--- src/rtl/fft_pwr_arbiter.sv ---
// fft_pwr_arbiter: frame-granular round-robin mux of FFT streams into one log-power pipeline
module fft_pwr_arbiter #(
  parameter int N_CH       = 4,
  parameter int CH_BITS    = 2,
  parameter int IN_WIDTH   = 22,
  parameter int USER_WIDTH = 1,
  parameter int LEN_BITS   = 16
) (
  input  logic                          clk,
  input  logic                          rst,
  input  logic [N_CH*IN_WIDTH-1:0]      s_re,
  input  logic [N_CH*IN_WIDTH-1:0]      s_im,
  input  logic [N_CH*USER_WIDTH-1:0]    s_user,
  input  logic [N_CH-1:0]               s_valid,
  input  logic [N_CH-1:0]               s_last,
  output logic [N_CH-1:0]               s_ready,
  input  logic [N_CH-1:0]               ch_enable,
  input  logic [LEN_BITS-1:0]           max_len,
  output logic [IN_WIDTH-1:0]           m_re,
  output logic [IN_WIDTH-1:0]           m_im,
  output logic                          m_valid,
  output logic                          m_last,
  output logic [CH_BITS+USER_WIDTH-1:0] m_user,
  output logic                          busy,
  output logic [CH_BITS-1:0]            cur_ch,
  output logic [N_CH-1:0]               trunc_err,
  input  logic [N_CH-1:0]               err_clr
);
  typedef enum logic [1:0] {IDLE, GRANT, DRAIN} state_t;
  state_t state;
  logic [LEN_BITS-1:0] cnt;
  logic [N_CH-1:0] req, tset;
  logic [CH_BITS-1:0] nxt;
  logic acc, lst, lim;
  assign req = s_valid & ch_enable;
  assign acc = (state != IDLE) && s_valid[cur_ch];
  assign lst = s_last[cur_ch];
  // >= rather than == so a limit lowered below the running count still cuts the next beat
  assign lim = (max_len != '0) && ((LEN_BITS+1)'(cnt) + 1'b1 >= (LEN_BITS+1)'(max_len));
  assign tset = (state == GRANT && acc && lim && !lst) ? N_CH'(1) << cur_ch : '0;
  assign s_ready = (state != IDLE) ? N_CH'(1) << cur_ch : '0;
  assign busy = state != IDLE;
  // descending scan so the nearest requester after cur_ch wins
  always_comb begin
    nxt = cur_ch;
    for (int i = N_CH; i >= 1; i--) begin
      if (req[CH_BITS'((int'(cur_ch) + i) % N_CH)]) nxt = CH_BITS'((int'(cur_ch) + i) % N_CH);
    end
  end
  always_ff @(posedge clk) begin
    if (rst) begin
      state     <= IDLE;
      cur_ch    <= CH_BITS'(N_CH - 1);
      cnt       <= '0;
      m_valid   <= 1'b0;
      m_last    <= 1'b0;
      m_re      <= '0;
      m_im      <= '0;
      m_user    <= '0;
      trunc_err <= '0;
    end else begin
      m_valid   <= 1'b0;
      m_last    <= 1'b0;
      trunc_err <= (trunc_err & ~err_clr) | tset;
      case (state)
        IDLE: if (|req) begin
          cur_ch <= nxt;
          state  <= GRANT;
        end
        GRANT: if (acc) begin
          m_valid <= 1'b1;
          m_last  <= lst | lim;
          m_re    <= s_re[int'(cur_ch)*IN_WIDTH +: IN_WIDTH];
          m_im    <= s_im[int'(cur_ch)*IN_WIDTH +: IN_WIDTH];
          m_user  <= {cur_ch, s_user[int'(cur_ch)*USER_WIDTH +: USER_WIDTH]};
          cnt     <= (lst | lim) ? '0 : cnt + 1'b1;
          state   <= lst ? IDLE : lim ? DRAIN : GRANT;
        end
        DRAIN: if (acc && lst) state <= IDLE;
        default: state <= IDLE;
      endcase
    end
  end
endmodule

--- config.mk ---
export PLATFORM = sky130hd
export DESIGN_NAME = fft_pwr_arbiter
export DESIGN_NICKNAME = d
export VERILOG_FILES = /design/src/rtl/fft_pwr_arbiter.sv
export SDC_FILE = /design/constraint.sdc
export NUM_CORES = 1
export LEC_CHECK = 0
export CAP_MARGIN = 20
export CORE_UTILIZATION = 39
export DETAILED_ROUTE_END_ITERATION = 8
export GPL_TIMING_DRIVEN = 0
export PLACE_DENSITY = 0.81
export SYNTH_ARGS = -nofsm -noshare
export SYNTH_HDL_FRONTEND = slang
export SYNTH_SLANG_ARGS = --single-unit
export TNS_END_PERCENT = 5
--- constraint.sdc ---
create_clock -name clk -period 3.69 [get_ports clk]
set_input_delay 1.107 -clock clk [delete_from_list [all_inputs] [get_ports clk]]
set_output_delay 1.107 -clock clk [all_outputs]
set_load 0.03 [all_outputs]
==> results.json <==
{
  "antenna_cells": 0,
  "vias": 5359,
  "cap_violations": 0,
  "grt_pass1_vias": 5472,
  "grt_max_degree": 17,
  "grt_remaining_overflow": 0,
  "ios": 274,
  "drc": 0,
  "hold_viol_final": 0,
  "synth.distinct_cells": 49,
  "dpl_cell_area_um2": 7790,
  "layout-drive-gt1-share_pct": 12.0,
  "synth_top_cell_area_share_pct": 30.1,
  "stdcell_area_um2": 8130,
  "drtPass1Iterations": 5,
  "cts-htree-levels": 3,
  "cts.path.max_buffers": 2,
  "syn2layout_area_growth_pct": 67.2,
  "crit_fanout": 8,
  "hp-class": "reg -> reg",
  "power.leakage_nw": 3.08,
  "synth_largest_area_cell": "dfxtp_1",
  "cts_buffers": 9,
  "fin_crit_ps": 3410,
  "grt_util_all_layers_pct": 27.4,
  "synth_seq_cells": 73,
  "rr_worst_depth": 14,
  "crit_path_cell_trace": "ha_2, and3_1, buf_4, nand2_4, nor2_1, xor2_1, ha_1, a21o_1, a21oi_1, o21ai_0, a311oi_2, buf_4, a31oi_4, o41ai_1",
  "std_cell_rows": 40,
  "die_h_um": 114,
  "fp.dieArea_um2": 12900,
  "yosysWarnings": 0,
  "fin_skew_ps": 7.49,
  "dp.final_hpwl_um": 14500,
  "root_buffer": "clkbuf_16",
  "slew_headroom_pct": 57.1,
  "finalSetupViolations": 0,
  "hold_depth": 2,
  "num-nets-final": 1060,
  "startpoint_type": "register",
  "cts_tree": "done",
  "ir_worst_vdd_uv": 249,
  "cts.clk_slew.worst_paths_ps": 60,
  "synth_area_per_cell_um2": 8.97,
  "antenna_left": 0,
  "grt_antenna_before_repair": 0,
  "core_region_area_um2": 12100,
  "start_util_pct": 40.3,
  "wl_per_cell_um": 17.6,
  "cp_data_arrival_time_ps": 3640,
  "crit_required_ps": 3920,
  "syn-num-nets": 777,
  "drt_iter0_markers": 234,
  "grt_pass1_wl_um": 27200,
  "setup_tns_ps": 0,
  "io_buffers": 272,
  "synth_area_leaders": "dfxtp_1, mux4_2, nand2_1",
  "syn_area_um2": 4860,
  "slew_violations": 0,
  "timing.fmax_mhz": 293,
  "gp_congestion": 0.852,
  "syn_inst": 542,
  "path_delay_family": "compound AO/OA/AOI/OAI gates",
  "worst_pin_slew_ps": 644,
  "clock-sinks": 73,
  "ctsHoldBuffers": 0,
  "worstSkewPairLatency_ps": 340,
  "powerDensity_nw_per_um2": 360,
  "rsz0062_at_grt": "false",
  "cp-end-kind": "register",
  "vias_per_cell": 5.37,
  "cp.depth": 14,
  "post-route-period-util_pct": 92.5,
  "drt-total-wl_um": 17500,
  "ys_seq_area_share_pct": 30.1,
  "dieWidth_um": 114,
  "cpMostUsedCell": "buf_4",
  "path_buf_inv": 2,
  "worst-setup-path-type": "reg -> reg",
  "cpPeakStageDelay_ps": 470,
  "critPathSlowestCell": "dfxtp_1",
  "outcome": "finished clean"
}
-- registers in the layout (all words and copies together), names as in the netlist --
| name | count |
|---|---|
| cnt | 16 |
| state | 2 |
| m_im | 22 |
| m_valid | 1 |
| trunc_err | 4 |
| cur_ch | 2 |
| m_user | 3 |
| m_re | 22 |
| m_last | 1 |
-- worst paths after layout --
check	to	start	slack, ps
max	cnt[8]	cnt[0]	280
min	m_re[20]	m_re[20]	450
max reg2reg	cnt[8]	cnt[0]	280
min reg2reg	m_re[20]	m_re[20]	450
-- power by group --
group	switching, W	internal [W]
Combinational	0.000517	0.000584
Clock	0.000350	0.000594
Sequential	0.0000372	0.000848
-- worst register-to-register path, stage by stage, from the launching register on --
cell and delay, ps:
dfxtp_1 470, ha_2 290, and3_1 170, buf_4 160, nand2_4 100, nor2_1 140
xor2_1 200, ha_1 270, a21o_1 180, a21oi_1 130, o21ai_0 120, a311oi_2 370
buf_4 200, a31oi_4 150, o41ai_1 340
-- through the flow --
stage | worst slack (ps) | utilization [%] | hold slack (ps) | instances | total power (W)
after global placement | 173 | 64.6 | 442 | 982 | 0.00198
after global routing | 14.1 | 67.4 | 467 | 998 | 0.00305
after CTS | 63.7 | 67.3 | 454 | 997 | 0.00294
after detailed placement | 88.6 | 64.6 | 446 | 982 | 0.00200
final | 277 | 67.4 | 452 | 998 | 0.00293
after floorplan | 825 | - | 462 | 542 | 0.00152
-- cells in the mapped netlist (all sizes together) --
cell type	number
mux2i	1
or2	1
nand2	119
inv	35
a22oi	1
mux4	47
a221o	1
nor2	14
a21oi	63
and3	4
a21o	2
and2	1
and3b	1
nand4b	1
a31oi	5
o21a	3
nand2b	1
and4	2
ha	21
o32ai	11
a211o	1
xnor2	12
nor2b	5
o21ai	19
o31ai	1
xor2	3
nand3	26
o2111ai	1
nand3b	2
o211ai	4
nor3	8
nor4	6
clkbuf	16
dfxtp	73
nand4	5
o41ai	1
buf	23
a311oi	1
o2bb2ai	1
-- layout by cell type, fill, tap and decap left out, types with 4 or more instances in the layout --
cell type | netlist | final
nand3_1 | 26 | 26
clkbuf_1 | 16 | 15
clkdlybuf4s50_1 | 0 | 270
nor3_1 | 7 | 7
o211ai_1 | 4 | 4
buf_2 | 17 | 17
nor2_1 | 14 | 13
inv_1 | 32 | 32
xnor2_1 | 12 | 12
a31oi_1 | 4 | 4
and3_1 | 4 | 4
nor4_1 | 6 | 6
dfxtp_1 | 73 | 73
buf_6 | 4 | 4
nor2b_1 | 5 | 5
ha_1 | 21 | 20
mux4_2 | 47 | 47
o32ai_1 | 10 | 10
a21oi_1 | 63 | 63
nand4_1 | 4 | 4
o21ai_0 | 19 | 19
clkbuf_16 | 0 | 9
nand2_1 | 118 | 118
-- cells by family after synthesis --
kind of cell / synth area share, %
XOR/XNOR: 2.70
multiplexers: 22.0
AO/OA/AOI/OAI: 14.5
AND/OR/NAND/NOR: 18.6
adder cells (fa/ha/maj): 5.40
buffers and inverters: 6.85
flip-flops: 30.1
-- layout make-up --
type	count	area (µm²)
inverters	35	131
well taps	168	210
plain buffers	38	199
flip-flops and latches	73	1460
fillers	958	3930
multi-input cells	395	3070
clock buffers	10	229
repair buffers	273	2740
clock inverters	6	91.3
-- repair_timing --
item / 4_1_cts / 5_1_grt
buffers inserted: 0 / 1
pin swaps: 0 / 1
resized for setup: 0 / 6
setup endpoints to repair: 2 / 12
-- routing by layer --
metal,vias up,part of all wire [%],track usage [%]
li1,2520,-,-
met1,2573,36,28.8
met2,228,53,51.6
met3,38,8.2,8.29
met4,0,2.6,9.04
met5,-,0,0
No activity file was read; power rests on OpenSTA's default activity.
